## config.mk

```make
export PLATFORM = sky130hd
export DESIGN_NAME = mem_arbiter_flat
export DESIGN_NICKNAME = d
export VERILOG_FILES = /design/src/rtl/mem_arbiter_if.sv /design/src/rtl/mem_arbiter.sv /design/src/flat_wrapper.sv
export SDC_FILE = /design/constraint.sdc
export NUM_CORES = 1
export LEC_CHECK = 0
export ABC_CLOCK_PERIOD_IN_PS = 4800
export BUFFER_PORTS_ARGS = -buffer_cell sky130_fd_sc_hd__buf_2
export CORE_AREA = 2 2 336 338
export DETAILED_ROUTE_END_ITERATION = 8
export DIE_AREA = 0 0 338 340
export PLACE_DENSITY = 0.3
export SYNTH_ARGS = -nofsm -noshare
export SYNTH_HDL_FRONTEND = slang
export SYNTH_SLANG_ARGS = --single-unit
```

## constraint.sdc

```tcl
create_clock -name clk -period 4.8 [get_ports clk]
set_input_delay 0.24 -clock clk [delete_from_list [all_inputs] [get_ports clk]]
set_output_delay 0.24 -clock clk [all_outputs]
set_load 0.01 [all_outputs]
```

## src/rtl/mem_arbiter_if.sv

```systemverilog
`default_nettype none
// ============================================================================
// mem_arbiter_if : I-cache / D-cache / shared-memory bundle for mem_arbiter.
// Rev 1.0 - initial release
// ============================================================================
interface mem_arbiter_if;
    logic         i_read;
    logic         i_write;
    logic [27:0]  i_addr;
    logic [127:0] i_wdata;
    logic [127:0] i_rdata;
    logic         i_ready;

    logic         d_read;
    logic         d_write;
    logic [27:0]  d_addr;
    logic [127:0] d_wdata;
    logic [127:0] d_rdata;
    logic         d_ready;

    logic         mem_read;
    logic         mem_write;
    logic [27:0]  mem_addr;
    logic [127:0] mem_wdata;
    logic [127:0] mem_rdata;
    logic         mem_ready;

    logic         grant_d;

    // Arbiter side
    modport master (
        input  i_read, i_write, i_addr, i_wdata,
        output i_rdata, i_ready,
        input  d_read, d_write, d_addr, d_wdata,
        output d_rdata, d_ready,
        output mem_read, mem_write, mem_addr, mem_wdata,
        input  mem_rdata, mem_ready,
        output grant_d
    );

    // Caches + memory side
    modport slave (
        output i_read, i_write, i_addr, i_wdata,
        input  i_rdata, i_ready,
        output d_read, d_write, d_addr, d_wdata,
        input  d_rdata, d_ready,
        input  mem_read, mem_write, mem_addr, mem_wdata,
        output mem_rdata, mem_ready,
        input  grant_d
    );
endinterface
`default_nettype wire

```

## src/rtl/mem_arbiter.sv

```systemverilog
`default_nettype none
// ============================================================================
// mem_arbiter : two-cache (I/D) arbiter onto one slow memory port.
// Optional macro MEM_ARB_RR_EN: round-robin on collisions (default: D wins).
// Rev 1.0 - initial release
// ============================================================================
module mem_arbiter (
    input  logic          clk,
    input  logic          proc_reset,
    mem_arbiter_if.master bus
);

    typedef enum logic [1:0] {
        IDLE    = 2'd0,
        SERVE_I = 2'd1,
        SERVE_D = 2'd2,
        DONE    = 2'd3
    } state_t;

    state_t        r_state;
    logic          r_mem_read;
    logic          r_mem_write;
    logic [27:0]   r_mem_addr;
    logic [127:0]  r_mem_wdata;
    logic          r_grant_d;

    logic          w_i_pend;
    logic          w_d_pend;
    logic          w_pick_d;

    assign w_i_pend = bus.i_read | bus.i_write;
    assign w_d_pend = bus.d_read | bus.d_write;

`ifdef MEM_ARB_RR_EN
    logic          r_last_d;
    // On a collision the requester that was not served last wins.
    assign w_pick_d = w_d_pend & (~w_i_pend | ~r_last_d);
`else
    assign w_pick_d = w_d_pend;
`endif

    always_ff @(posedge clk) begin
        if (proc_reset) begin
            r_state     <= IDLE;
            r_mem_read  <= 1'b0;
            r_mem_write <= 1'b0;
            r_mem_addr  <= '0;
            r_mem_wdata <= '0;
            r_grant_d   <= 1'b0;
`ifdef MEM_ARB_RR_EN
            r_last_d    <= 1'b0;
`endif
        end else begin
            case (r_state)
                IDLE: begin
                    if (w_pick_d) begin
                        r_state     <= SERVE_D;
                        r_grant_d   <= 1'b1;
                        r_mem_addr  <= bus.d_addr;
                        r_mem_wdata <= bus.d_wdata;
                        // A simultaneous read+write is issued as a write only.
                        r_mem_write <= bus.d_write;
                        r_mem_read  <= bus.d_read & ~bus.d_write;
`ifdef MEM_ARB_RR_EN
                        r_last_d    <= 1'b1;
`endif
                    end else if (w_i_pend) begin
                        r_state     <= SERVE_I;
                        r_grant_d   <= 1'b0;
                        r_mem_addr  <= bus.i_addr;
                        r_mem_wdata <= bus.i_wdata;
                        r_mem_write <= bus.i_write;
                        r_mem_read  <= bus.i_read & ~bus.i_write;
`ifdef MEM_ARB_RR_EN
                        r_last_d    <= 1'b0;
`endif
                    end
                end
                SERVE_I, SERVE_D: begin
                    if (bus.mem_ready) begin
                        r_state     <= DONE;
                        r_mem_read  <= 1'b0;
                        r_mem_write <= 1'b0;
                        r_grant_d   <= 1'b0;
                    end
                end
                // One dead cycle so the served cache can drop its request.
                DONE: begin
                    r_state <= IDLE;
                end
                default: begin
                    r_state     <= IDLE;
                    r_mem_read  <= 1'b0;
                    r_mem_write <= 1'b0;
                    r_grant_d   <= 1'b0;
                end
            endcase
        end
    end

    assign bus.mem_read  = r_mem_read;
    assign bus.mem_write = r_mem_write;
    assign bus.mem_addr  = r_mem_addr;
    assign bus.mem_wdata = r_mem_wdata;
    assign bus.grant_d   = r_grant_d;

    assign bus.i_ready   = bus.mem_ready & (r_state == SERVE_I);
    assign bus.d_ready   = bus.mem_ready & (r_state == SERVE_D);
    assign bus.i_rdata   = bus.mem_rdata;
    assign bus.d_rdata   = bus.mem_rdata;

endmodule
`default_nettype wire

```

## src/flat_wrapper.sv

```systemverilog
// flat-port wrapper written by rule: the top's interface ports become plain ports
module mem_arbiter_flat 
  (clk, proc_reset, bus_i_read, bus_i_write, bus_i_addr, bus_i_wdata, bus_i_rdata, bus_i_ready, bus_d_read, bus_d_write, bus_d_addr, bus_d_wdata, bus_d_rdata, bus_d_ready, bus_mem_read, bus_mem_write, bus_mem_addr, bus_mem_wdata, bus_mem_rdata, bus_mem_ready, bus_grant_d);
  mem_arbiter_if bus_i ();
  input  logic clk;
  input  logic proc_reset;
  input wire logic [$bits(bus_i.i_read)-1:0] bus_i_read;
  input wire logic [$bits(bus_i.i_write)-1:0] bus_i_write;
  input wire logic [$bits(bus_i.i_addr)-1:0] bus_i_addr;
  input wire logic [$bits(bus_i.i_wdata)-1:0] bus_i_wdata;
  output wire logic [$bits(bus_i.i_rdata)-1:0] bus_i_rdata;
  output wire logic [$bits(bus_i.i_ready)-1:0] bus_i_ready;
  input wire logic [$bits(bus_i.d_read)-1:0] bus_d_read;
  input wire logic [$bits(bus_i.d_write)-1:0] bus_d_write;
  input wire logic [$bits(bus_i.d_addr)-1:0] bus_d_addr;
  input wire logic [$bits(bus_i.d_wdata)-1:0] bus_d_wdata;
  output wire logic [$bits(bus_i.d_rdata)-1:0] bus_d_rdata;
  output wire logic [$bits(bus_i.d_ready)-1:0] bus_d_ready;
  output wire logic [$bits(bus_i.mem_read)-1:0] bus_mem_read;
  output wire logic [$bits(bus_i.mem_write)-1:0] bus_mem_write;
  output wire logic [$bits(bus_i.mem_addr)-1:0] bus_mem_addr;
  output wire logic [$bits(bus_i.mem_wdata)-1:0] bus_mem_wdata;
  input wire logic [$bits(bus_i.mem_rdata)-1:0] bus_mem_rdata;
  input wire logic [$bits(bus_i.mem_ready)-1:0] bus_mem_ready;
  output wire logic [$bits(bus_i.grant_d)-1:0] bus_grant_d;
  assign bus_i.i_read = bus_i_read;
  assign bus_i.i_write = bus_i_write;
  assign bus_i.i_addr = bus_i_addr;
  assign bus_i.i_wdata = bus_i_wdata;
  assign bus_i_rdata = bus_i.i_rdata;
  assign bus_i_ready = bus_i.i_ready;
  assign bus_i.d_read = bus_d_read;
  assign bus_i.d_write = bus_d_write;
  assign bus_i.d_addr = bus_d_addr;
  assign bus_i.d_wdata = bus_d_wdata;
  assign bus_d_rdata = bus_i.d_rdata;
  assign bus_d_ready = bus_i.d_ready;
  assign bus_mem_read = bus_i.mem_read;
  assign bus_mem_write = bus_i.mem_write;
  assign bus_mem_addr = bus_i.mem_addr;
  assign bus_mem_wdata = bus_i.mem_wdata;
  assign bus_i.mem_rdata = bus_mem_rdata;
  assign bus_i.mem_ready = bus_mem_ready;
  assign bus_grant_d = bus_i.grant_d;
  mem_arbiter u_core (.clk(clk), .proc_reset(proc_reset), .bus(bus_i));
endmodule
```

==> results.md <==
| Result | Value | Unit |
|:---|:---|:---|
| Worst-path cell chain | inv_1 -> ha_1 -> o41a_2 -> buf_12 -> nor2_1 -> a311oi_2 -> dlygate4sd3_1 | - |
| Fraction of synthesized cell area in xor and xnor cells | 0 | % |
| Synth Area per Inst | 8.67 | µm² |
| Max IR drop VDD | 0.000531 | V |
| Fraction of synthesis flops using an asynchronous set or reset pin | 0 | % |
| Setup repair after global routing missed its margin | false | - |
| Wire length of the first global-routing pass | 82800 | µm |
| Worst slack, placed | 1.96 | ns |
| Worst Tran Pin Value | 1.03 | ns |
| Main flop type after synthesis | sky130_fd_sc_hd__dfxtp_1 | - |
| Crit. End Element | flip-flop | - |
| Total wire length | 62200 | µm |
| Wire per inst | 20.7 | µm |
| Number of cells upsized or downsized after cts | 0 | - |
| Sequential element share of the synthesized area | 31.5 | % |
| Source-to-sink clock delay at the later pin of the worst-skew pair | 0.50 | ns |
| Drt pass-1 iters | 4 | - |
| Number of antenna violations at the first check in global routing | 4 | - |
| Total power | 7.27 | mW |
| Post-Syn Area | 10200 | µm² |
| Max capacitance violation total | 0 | - |
| Clk root buf | sky130_fd_sc_hd__clkbuf_16 | - |
| Setup fix buffers added after clock tree synthesis | 0 | - |
| Synthesized flop and latch total | 161 | - |
| Most common library cell in the layout ignoring fill and taps | sky130_fd_sc_hd__buf_2 | - |
| Via count of the first global-routing pass | 10200 | - |
| Post-synth EDFFs | 0 | - |
| Overall global routing resource usage | 10.4 | % |
| IO Pins | 864 | - |
| Highest clock frequency the design can meet | 0.327 | GHz |
| Share of synthesized area spent on multiplexers | 0.293 | % |
| Clock tree from TritonCTS | yes | - |
| Layout Nets | 1947 | - |
| CTS Hold Buffers Added | 163 | - |
| Final worst path period need | 3.06 | ns |
| Fin worst setup slack | 1.74 | ns |
| Clock buffer count from CTS | 17 | - |
| Number of H-tree branching levels | 4 | - |
| Overall overflow remaining after global route | 0 | - |
| Post-synthesis simple-gate area fraction | 12.4 | % |
| Slowest Stage Delay on Critical Path | 0.58 | ns |
| Worst-path cell with the longest stage delay | sky130_fd_sc_hd__dlygate4sd3_1 | - |
| Data arrival time of the critical path | 3.51 | ns |
| Mapped Nets | 1634 | - |
| Std-Cell Rows | 123 | - |
| Part of the cycle the worst path needs | 63.8 | % |
| Post-synthesis compound-gate area fraction | 30.8 | % |
| Filler Cells Inserted | 12900 | - |
| Largest family of logic cells by synthesized area | compound AO/OA/AOI/OAI gates | - |
| Die area | 115000 | µm² |
| Post-synthesis instance total | 1182 | - |
| Slew Limit Headroom | 31.4 | % |
| Final antenna-violating net count | 0 | - |
| Result of the run | finished clean | - |
| Ratio of total power to cell area | 502 | nW/µm² |
| Pin count of the biggest net entering global routing | 141 | - |
| TritonCTS Sinks | 161 | - |
| Die Y | 340 | µm |
| DR vias | 9761 | - |
| Pins over their slew limit | 0 | - |
| Initial standard-cell utilization of the core | 9.18 | % |
| Count of endpoints failing setup in the final report | 0 | - |
| Die outline width | 338 | µm |
| Layout cell share with drive strength beyond 1 | 45.0 | % |
| Worst path required time | 5.25 | ns |
| Clock transition at the register clock pins on the worst setup and hold paths after CTS | 0.08 | ns |
| Count of input and output buffers | 479 | - |
| Post-Synth Adder-Cell Area | 0.611 | % |
| Maximum clock path buffer count | 2 | - |
| Post-synthesis cell type count | 27 | - |
| Maximum fanout along the worst path | 140 | - |
| Final Skew | 0.0155 | ns |
| Type of the tightest min-delay check | in2reg | - |
| YS warnings | 0 | - |
| Summed negative setup slack over all endpoints | 0 | ns |
| Post-detailed-route DRC marker count | 0 | - |
| Core region area | 112000 | µm² |
| Global placement routability congestion | 0.855 | - |
| Startpoint-to-endpoint class of the critical path | reg2reg | - |
| Kind of start point of the critical path | flip-flop | - |
| HPWL after detailed placement | 49900 | µm |
| WHS | 0.0707 | ns |
| Most used cells in the layout excluding fill and tap cells | sky130_fd_sc_hd__buf_2 (476), sky130_fd_sc_hd__dlygate4sd3_1 (163), sky130_fd_sc_hd__dfxtp_1 (161) | - |
| Number of hold violations in the final report | 0 | - |
| Area Growth Syn to Fin | 41.5 | % |
| Leakage Power | 5.65 | nW |
| Starting DRC count in detailed routing | 349 | - |
| Via density per instance | 3.24 | - |
-- cell type report --
type                            count  area (µm²)  area share, %
Multi-Input combinational cell    657        4520           31.2
Inverter                            2        7.51         0.0518
Tap cell                         1500        1880           13.0
Clock inverter                     15         216           1.49
Antenna cell                        1        2.50         0.0173
Sequential cell                   161        3220           22.2
Clock buffer                       17         425           2.94
Timing Repair Buffer              656        4220           29.1
-- cells by family after synthesis --
family          Yosys count
simple gates            328
mux                       3
flops                   161
fa+ha+maj                 5
compound gates          321
buf+inv                 364
-- synthesized netlist by cell type, types with 2 or more instances --
cell	n	area [µm²]
sky130_fd_sc_hd__mux2i_1	3	30.0
sky130_fd_sc_hd__ha_1	5	62.6
sky130_fd_sc_hd__buf_2	34	170
sky130_fd_sc_hd__o21ai_1	10	50.1
sky130_fd_sc_hd__nand2b_1	4	25.0
sky130_fd_sc_hd__inv_1	2	7.51
sky130_fd_sc_hd__buf_4	257	1930
sky130_fd_sc_hd__a311oi_2	150	2250
sky130_fd_sc_hd__nor2_1	158	593
sky130_fd_sc_hd__dfxtp_1	161	3220
sky130_fd_sc_hd__o21ai_0	149	746
sky130_fd_sc_hd__and2_1	2	12.5
sky130_fd_sc_hd__a311oi_1	6	52.6
sky130_fd_sc_hd__buf_6	17	191
sky130_fd_sc_hd__clkbuf_1	53	199
sky130_fd_sc_hd__nand2_1	157	589
sky130_fd_sc_hd__nor2b_1	3	18.8
sky130_fd_sc_hd__a211oi_1	2	15.0
-- registers in the layout (all words and copies together), names as in the netlist --
signal	cells
u_core.bus.mem_wdata	128
u_core.bus.mem_addr	28
u_core.r_state	2
u_core.bus.grant_d	1
u_core.bus.mem_read	1
u_core.bus.mem_write	1
-- where the power goes --
group	total [mW]	leakage (nW)	internal, mW	switching [mW]
Sequential	2.17	1.34	1.88	0.293
Combinational	3.48	4.00	1.39	2.09
Clock	1.62	0.314	0.889	0.731
Total	7.27	5.65	4.15	3.11
-- worst max-delay path: cells and delay by family, from the launching register on --
family | cells | cell delay, ns
adder cells (fa/ha/maj) | 1 | 0.22
flip-flops | 1 | 0.34
buffers and inverters | 3 | 1.20
AND/OR/NAND/NOR | 1 | 0.11
AO/OA/AOI/OAI | 2 | 0.82
-- metal layers --
metal / GRT usage [%] / vias up / share of wire (%)
met5: 0 / - / 0.035
met4: 4.13 / 4 / 3.4
met3: 5.61 / 62 / 12
met2: 18.6 / 627 / 50
met1: 9.82 / 4567 / 34
li1: - / 4501 / -
-- through the flow --
step	std cells	instance area [µm²]	utilization, %
after floorplan	1182	10200	-
after global placement	2813	12200	10.9
after detailed placement	2813	12200	10.9
after CTS	3008	14500	13.0
after global routing	3008	14500	13.0
final	3009	14500	13.0
-- path summary, 6_finish.rpt --
path / depth (start not counted) / slack, ns / endpoint / startpoint
min: 3 / 0.07 / u_core.bus.mem_wdata[39] / bus_d_wdata[39]
max reg2reg: 7 / 1.74 / u_core.bus.mem_wdata[105] / u_core.r_state[0]
max: 7 / 1.74 / u_core.bus.mem_wdata[105] / u_core.r_state[0]
min reg2reg: 2 / 0.48 / u_core.bus.mem_read / u_core.bus.mem_read
No activity file was read; power rests on OpenSTA's default activity.
